$ cat src/rtl/tile_level_loader.sv
// Write-port sequencer for the 8x8 tile array: bulk level loads from a constant
// table (one cell per clock) and req/ack single-cell updates between loads.
module tile_level_loader #(
  parameter int unsigned COLS = 8,
  parameter int unsigned ROWS = 8
) (
  input  logic        clk,
  input  logic        resetN,
  input  logic        startLoad,
  input  logic [1:0]  levelSel,
  input  logic        updReq,
  input  logic [2:0]  updX,
  input  logic [2:0]  updY,
  input  logic [1:0]  updType,
  output logic        updAck,
  output logic        writeEn,
  output logic [10:0] TargetX,
  output logic [10:0] TargetY,
  output logic [1:0]  Write_Tile_type,
  output logic        busy,
  output logic        loadDone
);

  localparam int unsigned XW = $clog2(COLS);
  localparam int unsigned YW = $clog2(ROWS);
  localparam int unsigned CW = XW + YW;
  localparam logic [XW-1:0] X_LAST     = XW'(COLS - 1);
  localparam logic [YW-1:0] Y_VIS_LAST = YW'(ROWS - 3);
  localparam logic [CW-1:0] CNT_LAST   = CW'(COLS * ROWS - 1);

  typedef enum logic [2:0] {
    ST_IDLE,
    ST_LOAD,
    ST_DONE,
    ST_UPD,
    ST_REL
  } state_t;

  state_t      state_q, state_d;
  logic [CW-1:0] cnt_q, cnt_d;
  logic [1:0]  lvl_q, lvl_d;
  logic        write_en_q, write_en_d;
  logic        upd_ack_q, upd_ack_d;
  logic [10:0] target_x_q, target_x_d;
  logic [10:0] target_y_q, target_y_d;
  logic [1:0]  tile_type_q, tile_type_d;
  logic        busy_q, busy_d;
  logic        load_done_q, load_done_d;

  logic [XW-1:0] cnt_x;
  logic [YW-1:0] cnt_y;

  assign cnt_x = cnt_q[XW-1:0];
  assign cnt_y = cnt_q[CW-1:XW];

  // Rows below the visible area stay empty; the visible area is walled in.
  function automatic logic [1:0] level_tile(input logic [1:0] lvl,
                                            input logic [XW-1:0] x,
                                            input logic [YW-1:0] y);
    logic [1:0] t;
    t = 2'b00;
    if (y <= Y_VIS_LAST) begin
      if (x == '0 || x == X_LAST || y == '0 || y == Y_VIS_LAST) begin
        t = 2'b01;
      end else begin
        if (lvl != 2'd0 && x == XW'(6) && y == YW'(4)) t = 2'b10;
        if (lvl == 2'd2 && x == XW'(3) && y == YW'(2)) t = 2'b11;
        if (lvl == 2'd3 && y == YW'(3) && x <= XW'(5)) t = 2'b01;
      end
    end
    return t;
  endfunction

  always_comb begin
    state_d     = state_q;
    cnt_d       = cnt_q;
    lvl_d       = lvl_q;
    write_en_d  = 1'b0;
    upd_ack_d   = 1'b0;
    busy_d      = 1'b0;
    load_done_d = 1'b0;
    target_x_d  = target_x_q;
    target_y_d  = target_y_q;
    tile_type_d = tile_type_q;

    case (state_q)
      ST_IDLE: begin
        if (startLoad) begin
          state_d = ST_LOAD;
          lvl_d   = levelSel;
          cnt_d   = '0;
        end else if (updReq) begin
          state_d = ST_UPD;
        end
      end
      ST_LOAD: begin
        write_en_d  = 1'b1;
        busy_d      = 1'b1;
        target_x_d  = 11'(cnt_x);
        target_y_d  = 11'(cnt_y);
        tile_type_d = level_tile(lvl_q, cnt_x, cnt_y);
        cnt_d       = cnt_q + CW'(1);
        if (cnt_q == CNT_LAST) begin
          state_d = ST_DONE;
          cnt_d   = '0;
        end
      end
      ST_DONE: begin
        busy_d      = 1'b1;
        load_done_d = 1'b1;
        state_d     = ST_IDLE;
      end
      ST_UPD: begin
        write_en_d  = 1'b1;
        upd_ack_d   = 1'b1;
        target_x_d  = 11'(updX);
        target_y_d  = 11'(updY);
        tile_type_d = updType;
        state_d     = ST_REL;
      end
      ST_REL: begin
        // Wait for the requester to drop updReq so one request gives one write.
        if (!updReq) state_d = ST_IDLE;
      end
      default: state_d = ST_IDLE;
    endcase
  end

  always_ff @(posedge clk or negedge resetN) begin
    if (!resetN) begin
      state_q     <= ST_IDLE;
      cnt_q       <= '0;
      lvl_q       <= '0;
      write_en_q  <= 1'b0;
      upd_ack_q   <= 1'b0;
      target_x_q  <= '0;
      target_y_q  <= '0;
      tile_type_q <= '0;
      busy_q      <= 1'b0;
      load_done_q <= 1'b0;
    end else begin
      state_q     <= state_d;
      cnt_q       <= cnt_d;
      lvl_q       <= lvl_d;
      write_en_q  <= write_en_d;
      upd_ack_q   <= upd_ack_d;
      target_x_q  <= target_x_d;
      target_y_q  <= target_y_d;
      tile_type_q <= tile_type_d;
      busy_q      <= busy_d;
      load_done_q <= load_done_d;
    end
  end

  assign writeEn         = write_en_q;
  assign updAck          = upd_ack_q;
  assign TargetX         = target_x_q;
  assign TargetY         = target_y_q;
  assign Write_Tile_type = tile_type_q;
  assign busy            = busy_q;
  assign loadDone        = load_done_q;

endmodule

$ cat config.mk
export PLATFORM = sky130hd
export DESIGN_NAME = tile_level_loader
export DESIGN_NICKNAME = d
export VERILOG_FILES = /design/src/rtl/tile_level_loader.sv
export SDC_FILE = /design/constraint.sdc
export NUM_CORES = 1
export LEC_CHECK = 0
export CAP_MARGIN = 20
export CELL_PAD_IN_SITES_DETAIL_PLACEMENT = 1
export CELL_PAD_IN_SITES_GLOBAL_PLACEMENT = 2
export CORE_ASPECT_RATIO = 1.4
export CORE_MARGIN = 3
export CORE_UTILIZATION = 29
export DETAILED_ROUTE_END_ITERATION = 8
export PLACE_DENSITY = 0.82
export SKIP_CTS_REPAIR_TIMING = 1
export SLEW_MARGIN = 20
export SYNTH_ARGS = -nofsm -noshare
export SYNTH_HDL_FRONTEND = slang
export SYNTH_SLANG_ARGS = --single-unit
$ cat constraint.sdc
create_clock -name clk -period 2.95 [get_ports clk]
set_input_delay 0.4425 -clock clk [delete_from_list [all_inputs] [get_ports clk]]
set_output_delay 0.4425 -clock clk [all_outputs]
set_load 0.01 [all_outputs]
Word level (Yosys, flattened, before mapping) --
Cells that the tools add are included.
Cells by class: add/sub/neg operators 1, magnitude comparators 2, equality and inequality tests 18, mux-type cells 20, reductions and logical operators 20
Operator list (number):
- $pmux 11 s2 | 2
- $eq 3x2->1 const B | 5
- $eq 3x3->1 const B | 5
- $mux 3 | 4
- $mux 6 | 2
- $pmux 3 s4 | 1
- $pmux 6 s2 | 1
- $mux 2 | 5
- $logic_not 3->1 | 3
- $add 6x1->6 const B | 1
- $eq 6x6->1 const B | 1
- $le 3x3->1 const B | 2
- $logic_and 1x1->1 | 6
- $ne 2x2->1 const B | 3
- $reduce_bool 2->1 | 3
- $eq 2x2->1 const B | 2
- $mux 1 | 4
- $pmux 2 s2 | 1
- $reduce_and 2->1 | 2
- $reduce_or 2->1 | 2
- $eq 3x1->1 const B | 1
- $logic_or 1x1->1 | 3
- $ne 3x3->1 const B | 1
- $reduce_and 3->1 | 1
Word-level totals: flip-flop bits (word level) 39, input port bits 14, output and inout bits 28, logic and storage cells 71

Depth between registers and ports, before layout --
word-level depth 9, depth in mapped cells 7, depth with buffers taken out 6

Least setup slack after synthesis --
OpenSTA, ideal clock, no wires.
path type register to register, start register cnt_q[2], end register tile_type_q[0], in the netlist Write_Tile_type[0], setup time 140 ps, data arrival time 1290 ps, data required time 2810 ps, slack 1520 ps, stages on the path, launching flop included 8, buffers on the path 1, clock period less this slack 1430 ps, cells stage by stage dfrtp_1 clkbuf_1 inv_1 ha_1 nand2_1 nor4_1 o41ai_1 o211ai_1
On the way: longest elaborated chain between the ends 8, elaborated cells on any way between the ends 15, those cells by class order compare: 1; eq/ne: 2; mux: 5; reduce/logical: 7
RTL lines:
- start: declaration | RTL line 40 | logic [CW-1:0] cnt_q, cnt_d;
- start signal: assignment | RTL line 143 | cnt_q <= cnt_d;
- $eq 3x2->1 | RTL line 67 | if (lvl == 2'd2 && x == XW'(3) && y == YW'(2)) t = 2'b11;
- $logic_and 1x1->1 (2 in a row) | RTL line 67
- $mux 2 | RTL line 67
- $mux 2 | RTL line 68 | if (lvl == 2'd3 && y == YW'(3) && x <= XW'(5)) t = 2'b01;
- $mux 2 (*) | RTL line 63 | if (x == '0 || x == X_LAST || y == '0 || y == Y_VIS_LAST) begin
- $mux 2 (*) | RTL line 62 | if (y <= Y_VIS_LAST) begin
- $pmux 2 s2 (*) | RTL line 86 | case (state_q)
- end signal: assignment | RTL line 149 | tile_type_q <= tile_type_d;
- end: declaration | RTL line 46 | logic [1:0] tile_type_q, tile_type_d;
Every way passes the cells marked *; elsewhere a longest branch is shown, timed or not. A chain may end at the register's enable or synchronous reset.

Worst setup path after layout --
start register state_q[1], end register cnt_q[3]
On the way: longest elaborated chain between the ends 3, elaborated cells on any way between the ends 6, those cells by class eq/ne: 2; mux: 1; reduce/logical: 3
RTL lines:
- start: declaration | RTL line 39 | state_t state_q, state_d;
- start signal: assignment | RTL line 142 | state_q <= state_d;
- $eq 3x1->1 / $logic_not 3->1 (equally long branches) | RTL line 86
- $reduce_bool 2->1 (no line) / $ne 2x2->1 (equally long branches)
- $reduce_and 2->1 (no line)
Several ways; a longest one is shown, not always the timed one.

==> summary.txt <==
Worst setup path
  • RR Startpoint: state_q[1]
  • Crit path buffers/inverters: 0
  • CP max stage cell: dfrtp_1
  • Crit path DAT: 1.86 ns
  • Worst path cell trace: or3b_4, a41oi_4, nand2b_1, a31oi_1
  • Critical Path RT: 3.14 ns
  • Critical path origin: state_q[1]
  • Worst Setup End Kind: flip-flop
  • R2r worst-path depth: 4
  • Worst setup path endpoint: cnt_q[3]
  • Crit Path Max Fanout: 13
  • R2R Setup Slk: 1.27 ns
  • Critical path depth in cells: 4
  • Worst setup path category: flip-flop to flip-flop
  • Critical Path Max Stage Delay: just under 0.6 ns
  • Crit path launch type: flip-flop
  • Cell family with most CP delay: simple AND/OR/NAND/NOR gates
  • Worst R2R End: cnt_q[3]

Synthesis
  • List of most frequent post-synthesis cells: 23 x dfrtp_1, 17 x buf_4, 16 x nand2_1, 12 x o21ai_0, 8 x nor2_1
  • Syn_area_per_cell: roughly 9.5 um2
  • Synth warn: 0
  • Synth Area in Compound Gates: 14.6%
  • Number of flops mapped to enable cells by yosys: 0
  • Post-synth cell types: 36
  • Synthesis-stage register bit count: 23
  • Largest family of logic cells by synthesized area: simple AND/OR/NAND/NOR gates
  • Sequential element share of the synthesized area: 44.1%
  • Area share of the largest cell type after synthesis: 44.1%
  • FFs w/ async S/R, synth: 100%
  • Adder-cell share of the synthesized area: 3.83%
  • Post-Syn Area: 0.00131 mm2
  • Simple-gate share of the synthesized area: between 15 and 20%
  • Cell taking the most area after synthesis: dfrtp_1
  • Cells after synthesis: 138
  • Multiplexer share of the synthesized area: 6.32%
  • Post-Synth XOR/XNOR Area: 1.34%
  • Area contributors post-synth: dfrtp_1 44%, buf_4 9.8%, mux2i_1 4.6%, o21ai_0 4.6%, nand2_1 4.6%
  • Main synth FF type: dfrtp_1
  • Cell with the most instances after synthesis: dfrtp_1

Global routing
  • First-pass GRT wire length: approximately 5 mm
  • Gr ovfl total: 0
  • Vias in the first global route: 1032
  • Initial antenna violation count: 0
  • GRT Overall Usage: 11.9%
  • Largest net degree at the start of global routing: 24

Timing
  • Min Tclk post-route: between 1.5 and 2 ns
  • Slew Limit Fails: 0
  • Rel. slew slack: roughly 64%
  • Sum Neg Setup Slack: 0 ns
  • Setup violators final: 0
  • Worst Tran Pin Value: roughly 0.54 ns
  • RSZ-0062 raised after global routing: false
  • Final worst path period share: between 50 and 60%
  • Count of final hold-check violations: 0
  • Final Skew: 0.00273 ns
  • F_max: 597 MHz

Pwr
  • Leak: about 0.7 nW
  • Peak supply drop: approximately 210 uV
  • Pwr/cell area: 963 mW/mm2
  • Total Power: 1.53 mW

Floorplanning
  • IO Count: 42
  • DIE WIDTH: 62.7 um
  • Die Y-Extent: about 85 um
  • Core area: roughly 0.0043 mm2
  • Initial core utilization: between 30% and 40%
  • # rows: 28
  • Die area: 0.00536 mm2

Clocking
  • CTS tree: yes
  • Clock transition at path regs: roughly 0.080 ns
  • Num CTS Buffers: 3
  • Clock Latency Late Sink: 0.26 ns
  • Worst-case clock buffer depth: 2
  • H-tree levels: 1
  • CTS root buf: clkbuf_8
  • Clock sink count: 23

Routing
  • Routed len/inst: 13.9 um
  • Vias: about 1000
  • Detail Route Antenna Nets: 0
  • Via/cell ratio: 4.54
  • 1st-iter DRT viols: 41
  • Drt pass-1 iters: 4
  • Drt total wl: 3.05 mm
  • # DRC: 0

Min path
  • HP Class: flip-flop to flip-flop

Cells and area
  • Antenna cells: 0
  • Net count, final: 179
  • Proportion of layout cells with a drive suffix above 1: 6.25%
  • Area Overhead vs Synth: 21.5%

Place
  • Buffers on Ports: 25
  • HPWL after DPL: 2.43 mm
  • Placer congestion estimate: 0.783

Outcome
  • Status: complete, no violations

Run
  • Maxcap violations: 0
[state kept, by name, summed over array words and instances (netlist names)]
name             flops
TargetX              3
TargetY              3
Write_Tile_type      2
busy                 1
cnt_q                6
loadDone             1
lvl_q                2
state_q              3
updAck               1
writeEn              1
[tightest hold or removal path: stages (launching register included)]
cell and delay (ns):
dfrtp_1 0.35, nand2_1 0.05, o21ai_0 0.06
[logic make-up (layout without fill, tap and decap cells)]
logic type | Yosys count | count (layout)
other | 1 | 16
flip-flops | 23 | 23
XOR/XNOR | 2 | 2
multiplexers | 8 | 8
AND/OR/NAND/NOR | 41 | 41
buffers and inverters | 30 | 37
adder cells (fa/ha/maj) | 4 | 4
AO/OA/AOI/OAI | 29 | 29
[report_power, final]
group	switching [mW]	internal (mW)
combinational	0.361	0.350
clock	0.101	0.0942
sequential	0.169	0.453
total	0.631	0.896
[layout make-up]
cell class	instances	area, um2
well taps	60	75.1
multi-input cells	100	606
clock inverters	1	5.00
fillers	514	2690
clock buffers	3	41.3
repair buffers	26	258
inverters	7	26.3
flip-flops and latches	23	576
[worst min path at each step]
stage	startpoint	to	slack, ns	depth (start not counted)
after floorplan	resetN	TargetX[0]	0.15	0
after global placement	TargetX[1]	TargetX[1]	0.46	2
after detailed placement	TargetX[2]	TargetX[2]	0.47	2
after CTS	TargetX[2]	TargetX[2]	0.49	2
after global routing	TargetX[1]	TargetX[1]	0.53	2
final	TargetX[2]	TargetX[2]	0.48	2
[routing by layer]
layer / GRT usage (%) / routed length, um
met4: 4.82 / 29
met3: 1.46 / 137
met1: 10.7 / 1120
met2: 25.7 / 1760
met5: 0 / 0
[stage by stage]
step	setup WS (ns)	hold slack, ns	util (%)	instances	instance area [um2]
floorplan	1.52	0.147	-	153	1360
global placement	1.05	0.461	36.0	216	1540
detailed placement	1.02	0.473	36.0	216	1540
CTS	1.25	0.493	37.1	220	1590
global route	1.13	0.533	37.1	220	1590
finish	1.27	0.485	37.1	220	1590
[cells in the final DEF (no fill, tap or decap), drive strengths merged, types with 2 or more instances in the layout]
cell type	instances
clkdlybuf4s50	25
clkbuf	3
inv	7
nor2	8
o22ai	3
a21oi	4
nand2	16
mux2i	6
nand3	3
nand2b	2
ha	4
o41ai	2
o21ai	13
mux2	2
dfrtp	23
conb	16
a31oi	3
or2b	2
and2	2
No activity file was read; power rests on OpenSTA's default activity.
